$ cat src/rtl/gem_gtx_optical_tx.sv
// GEM fiber-link TX framer: one 56-bit payload per BX is sent as four 16-bit 8b/10b words.
// A K-char marker in word0 flags start, data or FC frames; PRBS-15 can replace the payload.
module gem_gtx_optical_tx #(
  parameter int unsigned START_BX  = 16,
  parameter logic [55:0] START_PAT = 56'hF7F7F7F7F7F7F7,
  parameter logic [15:0] IDLE_WORD = 16'h50BC
) (
  input  logic        clock_160,
  input  logic        reset,
  input  logic        bx_strobe,
  input  logic        tx_enable,
  input  logic [55:0] tx_data,
  input  logic        en_prbs_test,
  input  logic        send_fc,
  input  logic        inject_err,
  output logic [15:0] txdata,
  output logic [1:0]  txcharisk,
  output logic        tx_ready,
  output logic        fc_sent,
  output logic        phase_err,
  output logic [15:0] frame_count
);

  typedef enum logic [1:0] {ST_IDLE, ST_START, ST_RUN} state_t;

  localparam int unsigned CW   = $clog2(START_BX + 1);
  localparam logic [7:0]  K285 = 8'hBC;
  localparam logic [7:0]  K281 = 8'h3C;
  localparam logic [7:0]  K287 = 8'hFC;

  state_t        state_q, state_d;
  logic [1:0]    phase_q, phase_d;
  logic [CW-1:0] cnt_q, cnt_d;
  logic [55:0]   pay_q, pay_d;
  logic [14:0]   lfsr_q, lfsr_d;
  logic          fc_pend_q, fc_pend_d;
  logic          err_pend_q, err_pend_d;
  logic [15:0]   txdata_q, txdata_d;
  logic [1:0]    charisk_q, charisk_d;
  logic          ready_q;
  logic          fc_sent_q, fc_sent_d;
  logic          perr_q;
  logic [15:0]   fcnt_q, fcnt_d;

  logic          misalign;
  logic          boundary;
  logic          flip;
  logic [7:0]    marker;
  logic [55:0]   prbs;
  logic [14:0]   lfsr_adv;

  always_comb begin
    misalign = bx_strobe && (phase_q != 2'd3);
    phase_d  = misalign ? 2'd0 : phase_q + 2'd1;
    boundary = (phase_d == 2'd0);

    // 56 serial LFSR steps per frame; the first generated bit lands in pay[55].
    lfsr_adv = lfsr_q;
    prbs     = '0;
    for (int unsigned i = 0; i < 56; i++) begin
      prbs     = {prbs[54:0], lfsr_adv[14] ^ lfsr_adv[13]};
      lfsr_adv = {lfsr_adv[13:0], lfsr_adv[14] ^ lfsr_adv[13]};
    end

    state_d    = state_q;
    cnt_d      = cnt_q;
    pay_d      = pay_q;
    lfsr_d     = lfsr_q;
    fc_pend_d  = fc_pend_q | send_fc;
    err_pend_d = err_pend_q | inject_err;
    fc_sent_d  = 1'b0;
    fcnt_d     = fcnt_q;
    txdata_d   = IDLE_WORD;
    charisk_d  = 2'b01;
    flip       = 1'b0;
    marker     = K285;

    // The state only changes where a new frame begins, so state_q names the frame on the wire.
    if (boundary) begin
      if (!tx_enable) begin
        state_d = ST_IDLE;
      end else if (misalign) begin
        if (state_q != ST_IDLE) begin
          state_d = ST_START;
          cnt_d   = CW'(1);
        end
      end else begin
        case (state_q)
          ST_IDLE: begin
            if (bx_strobe) begin
              state_d = ST_START;
              cnt_d   = CW'(1);
            end
          end
          ST_START: begin
            if (cnt_q == CW'(START_BX)) state_d = ST_RUN;
            else                        cnt_d   = cnt_q + CW'(1);
          end
          default: state_d = ST_RUN;
        endcase
      end

      case (state_d)
        ST_START: begin
          pay_d  = START_PAT;
          lfsr_d = '1;
        end
        ST_RUN: begin
          if (bx_strobe) begin
            if (en_prbs_test) begin
              pay_d  = prbs;
              lfsr_d = lfsr_adv;
            end else begin
              pay_d = tx_data;
            end
          end
          fcnt_d = fcnt_q + 16'd1;
          if (fc_pend_q) begin
            fc_sent_d = 1'b1;
            fc_pend_d = send_fc;
          end
        end
        default: ;
      endcase
    end

    if (state_d == ST_START)  marker = K281;
    else if (fc_sent_d)       marker = K287;

    if ((state_d == ST_RUN) && (phase_d == 2'd1) && err_pend_q) begin
      flip       = 1'b1;
      err_pend_d = inject_err;
    end

    if (state_d != ST_IDLE) begin
      case (phase_d)
        2'd0: begin
          txdata_d  = {pay_d[55:48], marker};
          charisk_d = 2'b01;
        end
        2'd1: begin
          txdata_d  = pay_q[47:32] ^ {15'd0, flip};
          charisk_d = 2'b00;
        end
        2'd2: begin
          txdata_d  = pay_q[31:16];
          charisk_d = 2'b00;
        end
        default: begin
          txdata_d  = pay_q[15:0];
          charisk_d = 2'b00;
        end
      endcase
    end
  end

  always_ff @(posedge clock_160) begin
    if (reset) begin
      state_q    <= ST_IDLE;
      phase_q    <= 2'd3;
      cnt_q      <= '0;
      pay_q      <= '0;
      lfsr_q     <= '1;
      fc_pend_q  <= 1'b0;
      err_pend_q <= 1'b0;
      txdata_q   <= IDLE_WORD;
      charisk_q  <= 2'b01;
      ready_q    <= 1'b0;
      fc_sent_q  <= 1'b0;
      perr_q     <= 1'b0;
      fcnt_q     <= '0;
    end else begin
      state_q    <= state_d;
      phase_q    <= phase_d;
      cnt_q      <= cnt_d;
      pay_q      <= pay_d;
      lfsr_q     <= lfsr_d;
      fc_pend_q  <= fc_pend_d;
      err_pend_q <= err_pend_d;
      txdata_q   <= txdata_d;
      charisk_q  <= charisk_d;
      ready_q    <= (state_d == ST_RUN);
      fc_sent_q  <= fc_sent_d;
      perr_q     <= misalign;
      fcnt_q     <= fcnt_d;
    end
  end

  assign txdata      = txdata_q;
  assign txcharisk   = charisk_q;
  assign tx_ready    = ready_q;
  assign fc_sent     = fc_sent_q;
  assign phase_err   = perr_q;
  assign frame_count = fcnt_q;

endmodule

$ cat config.mk
export PLATFORM = sky130hd
export DESIGN_NAME = gem_gtx_optical_tx
export DESIGN_NICKNAME = d
export VERILOG_FILES = /design/src/rtl/gem_gtx_optical_tx.sv
export SDC_FILE = /design/constraint.sdc
export NUM_CORES = 1
export LEC_CHECK = 0
export ABC_AREA = 1
export BUFFER_PORTS_ARGS = -buffer_cell sky130_fd_sc_hd__buf_4
export CAP_MARGIN = 30
export CORE_MARGIN = 3
export CORE_UTILIZATION = 58
export DETAILED_ROUTE_END_ITERATION = 10
export HOLD_SLACK_MARGIN = 0.08
export PLACE_DENSITY = 0.81
export SLEW_MARGIN = 20
export SYNTH_ARGS = -nofsm -noshare
export SYNTH_HDL_FRONTEND = slang
export SYNTH_SLANG_ARGS = --single-unit
export TNS_END_PERCENT = 10
$ cat constraint.sdc
create_clock -name clock_160 -period 3.65 [get_ports clock_160]
set_input_delay 0.1825 -clock clock_160 [delete_from_list [all_inputs] [get_ports clock_160]]
set_output_delay 0.1825 -clock clock_160 [all_outputs]
set_load 0.01 [all_outputs]
* Yosys cells after proc, flatten, opt, wreduce, memory -nomap -nowiden *
Index checks and enable logic that the tools add are counted.

storage, ports and cells
  output and inout port bits = 37
  flip-flop bits (word level) = 119
  logic and storage cells = 138

operators by class
  mux-type cells = 33
  equal/unequal tests = 14
  reductions and logical operators = 14
  add/subtract/negate cells = 3
  bitwise operators = 60

operators by type and width
  operator                 number
  $mux W56                 3
  $pmux W56 S2             1
  $xor A1 B1 Y1            56
  $pmux W16 S3             1
  $mux W15                 2
  $pmux W15 S2             1
  $mux W5                  4
  $add A16 B1 Y16 const B  1
  $mux W2                  8
  $xor A16 B1 Y16          1
  $pmux W5 S2              1
  $mux W1                  9
  $eq A2 B1 Y1 const B     4
  $mux W8                  1
  $mux W7                  1
  $eq A2 B2 Y1 const B     3
  $ne A2 B2 Y1 const B     3
  $ne A3 B3 Y1 const B     2
  $reduce_and A6 Y1        1
  $reduce_bool A2 Y1       3
  $add A5 B1 Y5 const B    1
  $eq A5 B5 Y1 const B     1
  $logic_not A2 Y1         2
  $pmux W2 S2              1
  10 further kinds         13

* Depth between registers and ports, before layout *
  word-level depth = 13
  mapped depth = 18
  depth with buffers taken out = 18

* Worst setup path after synthesis *
OpenSTA, ideal clock, no wires.

  path type = register to register
  start = reg phase_q[0]
  end = reg pay_q[29]
  clock period less this slack = 2,582 ps
  data arrival time = 2,512 ps
  required time = 3,579 ps
  stages on the path, launching flop included = 16
  setup slack = 1,068 ps
  cell sequence = dfxtp_1 > ha_1 > nor2_8 > nor2_1 > a22oi_1 > nand2_1 > ha_1 > nand2_1 > inv_1 > a21oi_1 > inv_1 > nand2_1 > buf_2 > buf_2 > nand2_1 > a21oi_1

on the way
  longest elaborated chain between the ends = 8
  elaborated cells between the ends (all ways) = 14
  classes of those cells = 1 x add/sub; 4 x eq/ne; 5 x mux; 4 x reduce/logical

RTL lines
  item                                                                 line  RTL
  start: declaration                                                   32    logic [1:0] phase_q, phase_d;
  start signal: assignment                                             174   phase_q <= phase_d;
  $ne A2 B2 Y1                                                         53    misalign = bx_strobe && (phase_q != 2'd3);
  $logic_and A1 B1 Y1                                                  53
  $mux W2                                                              82    end else if (misalign) begin
  $mux W2                                                              80    if (!tx_enable) begin
  $mux W2                                                              79    if (boundary) begin
  $eq A2 B2 Y1 / $eq A2 B1 Y1 (equally long branches)                  103   case (state_d)
  $ne A2 B2 Y1 (no line) / $reduce_bool A2 Y1 (equally long branches)  -
  $reduce_and A3 Y1 (no line)                                          -
  end signal: assignment                                               176   pay_q <= pay_d;
  end: declaration                                                     34    logic [55:0] pay_q, pay_d;

Parallel ways exist; a longest one is shown, timed or not. The select of a mux whose other input is x is not followed.
A chain may end at the register's enable or synchronous reset.

* Worst setup path in the final report *
  start = reg phase_q[0]
  end = reg pay_q[11]

Same word-level chain as after synthesis.

==> run metrics <==
CP startpoint kind=flop; area occupied by multi-input gates=3700 um2; headroom to the max-slew limit=47.2%; final worst slack=0.553 ns; fin crit period=3.10 ns; Min Hold Slack=0.0962 ns; library cells used by synthesis=47; DRC Markers=0; Hold Crit Class=input pin to flop; Ys Warns=0; FILL cells=947; Final Cycle Share=84.8%; CP Capture Type=flop; clk_lat worst skew=0.42 ns; first-pass GRT wire length=31.3 mm; RSZ-0062 raised after global routing=no; critical path class=flop to flop; routed length per instance=15.5 um; Slew @ Worst Pin=0.787 ns; Critical Path AT=3.40 ns; Initial Util=60.0%; CORE AREA=11,000 um2; vias in the first global route=6,228; post-route ant nets=0; status=finished, final reports clean; Avg Cell Area, Syn=6.50 um2; Inserted Diodes=0; clock transition at the registers of the reported paths=0.05 ns; initial antenna violation count=0; sequential cell area=2360 um2; PD cells=419 nW/um2; Achievable Freq=0.323 GHz; number of max-cap violations=0; CTS tree=yes; HPWL after DPL=13.9 mm; cts bufs inserted=17; Area after DPL=7350 um2; Synth Register Bits=118; Setup WS pre-CTS=0.602 ns; via count=6,951; Hold Violations, Final=0; Static Leak=3.49 nW; layout cells sized above 1=15.5%; vias per cell=5.61; Die Area=12,700 um2; CTS max path bufs=2; largest net degree at the start of global routing=66; CTS H-tree depth=4; Iter 0 DRT Violations=862; PortBufs=98; root buffer cell=clkbuf_16; Worst EP required=3.95 ns; crit-path max FO=48; die width=113 um; Post-Syn Instances=1,013; CTS resizes=0; sequential element share of the synthesized area=35.9%; gr usage total=31.1%; setup bufs post-CTS=0; clk_skew=0.00871 ns; ys async rst share=0%; RD Place Congestion=0.933; drt pass-1 iters=5; WL final=19.3 mm; Clock Sinks=118; total congestion overflow=0; Design Area, Final=7940 um2; Layout area overhead=20.5%; Nets=1,157; Mapped Area=6590 um2; Top FF cell, synth=dfxtp_1; Worst IR Drop VDD=0.449 mV; Syn Nets=1,082; final slew viol count=0; Die Ht=113 um; I/O pin cnt=100; R2R cell count=15; EDFF count, synth=0; Setup TNS Final=0 ns; Hold Path Stages=3; final setup vio count=0; row cnt=38
[routing by layer]
| layer | GRT usage, % | routed length [um] | share of wire [%] | up-vias |
|---|---|---|---|---|
| met1 | 42.6 | 8150 | 42 | 3126 |
| met3 | 7.98 | 1940 | 10 | 50 |
| met2 | 47.0 | 8510 | 44 | 352 |
| li1 | - | - | - | 3423 |
| met5 | 0 | 0 | 0 | - |
| met4 | 12.2 | 672 | 3.5 | 0 |
[kinds of logic after synthesis]
logic type | synth area share, %
adders and majority gates | 1.14
buffers and inverters | 8.09
and+or+nand+nor | 31.1
DFF | 35.9
AOI/OAI and AO/OA | 19.0
other | 0.0569
xor gates and xnor gates | 4.80
[where the power goes]
group	switching (W)	internal (W)	leakage, nW	total (W)
Clock	0.000584	0.00102	0.285	0.00161
Combinational	0.000262	0.000136	2.25	0.000399
Sequential	0.0000105	0.00131	0.954	0.00132
[sequential cells by signal, indices dropped and copies added, names as in the netlist]
name / flops
cnt_q: 5
err_pend_q: 1
fc_pend_q: 1
fc_sent: 1
frame_count: 16
lfsr_q: 15
pay_q: 56
phase_err: 1
phase_q: 2
state_q: 2
tx_ready: 1
txcharisk: 1
txdata: 16
[placed cells by master, fill, tap and decap left out, types with 8 or more instances in the layout]
cell type  netlist  routed
clkinv_2         0       8
or2_2            8       8
clkbuf_16        0      17
nand3_1         38      38
nand2_1        334     334
buf_4            1     109
o21ai_0        101     101
dfxtp_1        118     118
xnor2_1         16      16
inv_1           73      73
a21oi_1         94      94
xor2_1          15      15
nor2_1          84      84
[Yosys cell counts (all sizes together), types with 7 or more instances]
cell type	number	area, um2
nand2	340	1300
dfxtp	118	2360
xor2	15	131
clkbuf	37	139
xnor2	16	140
a21oi	96	495
nand3	38	190
inv	78	295
o21ai	103	523
nor2	90	395
or2	8	50.1
nand4	7	50.1
buf	18	95.1
[what timing repair did]
| action | CTS | global route |
|---|---|---|
| setup endpoints to repair | 0 | 0 |
| endpoints found under the hold margin | 2 | 0 |
| hold buffers | 2 | 0 |
[metrics by stage]
stage / util (%) / total power [W] / std cells
3_3_place_gp: 67.0 / 0.00173 / 1207
2_1_floorplan: - / 0.00160 / 1013
6_report: 72.3 / 0.00333 / 1240
5_1_grt: 72.3 / 0.00343 / 1240
4_1_cts: 72.3 / 0.00332 / 1240
3_5_place_dp: 67.0 / 0.00174 / 1207
[path summary, 6_finish.rpt]
path | to | from | slack, ns
worst max-delay path | pay_q[11]$_SDFFE_PP0P_ | phase_q[0]$_SDFF_PP1_ | 0.55
worst min-delay path | pay_q[19]$_SDFFE_PP0P_ | tx_data[19] | 0.1
worst max register to register | pay_q[11]$_SDFFE_PP0P_ | phase_q[0]$_SDFF_PP1_ | 0.55
worst min register to register | pay_q[0]$_SDFFE_PP0P_ | pay_q[0]$_SDFFE_PP0P_ | 0.46
[area by class of cell]
| class | instances | share of cell area, % |
|---|---|---|
| clock buffer | 20 | 5.75 |
| clock inverter | 11 | 1.36 |
| inverter | 79 | 3.77 |
| multi-input combinational | 761 | 46.6 |
| sequential | 118 | 29.8 |
| tap | 140 | 2.21 |
| timing repair buffer | 111 | 10.6 |
[worst max-delay path, cell delays in order (launching register included)]
cell     delay, ns
dfxtp_1       0.43
ha_1          0.31
nor2_8        0.08
nor2_1        0.12
a22oi_1       0.11
nand2_1       0.14
ha_1          0.18
buf_4         0.21
inv_1         0.08
a21oi_1       0.29
inv_1         0.09
nand2_1       0.14
buf_4         0.45
inv_1         0.11
o21ai_0       0.19
a21oi_1       0.06
(Power assumes the default switching activity.)
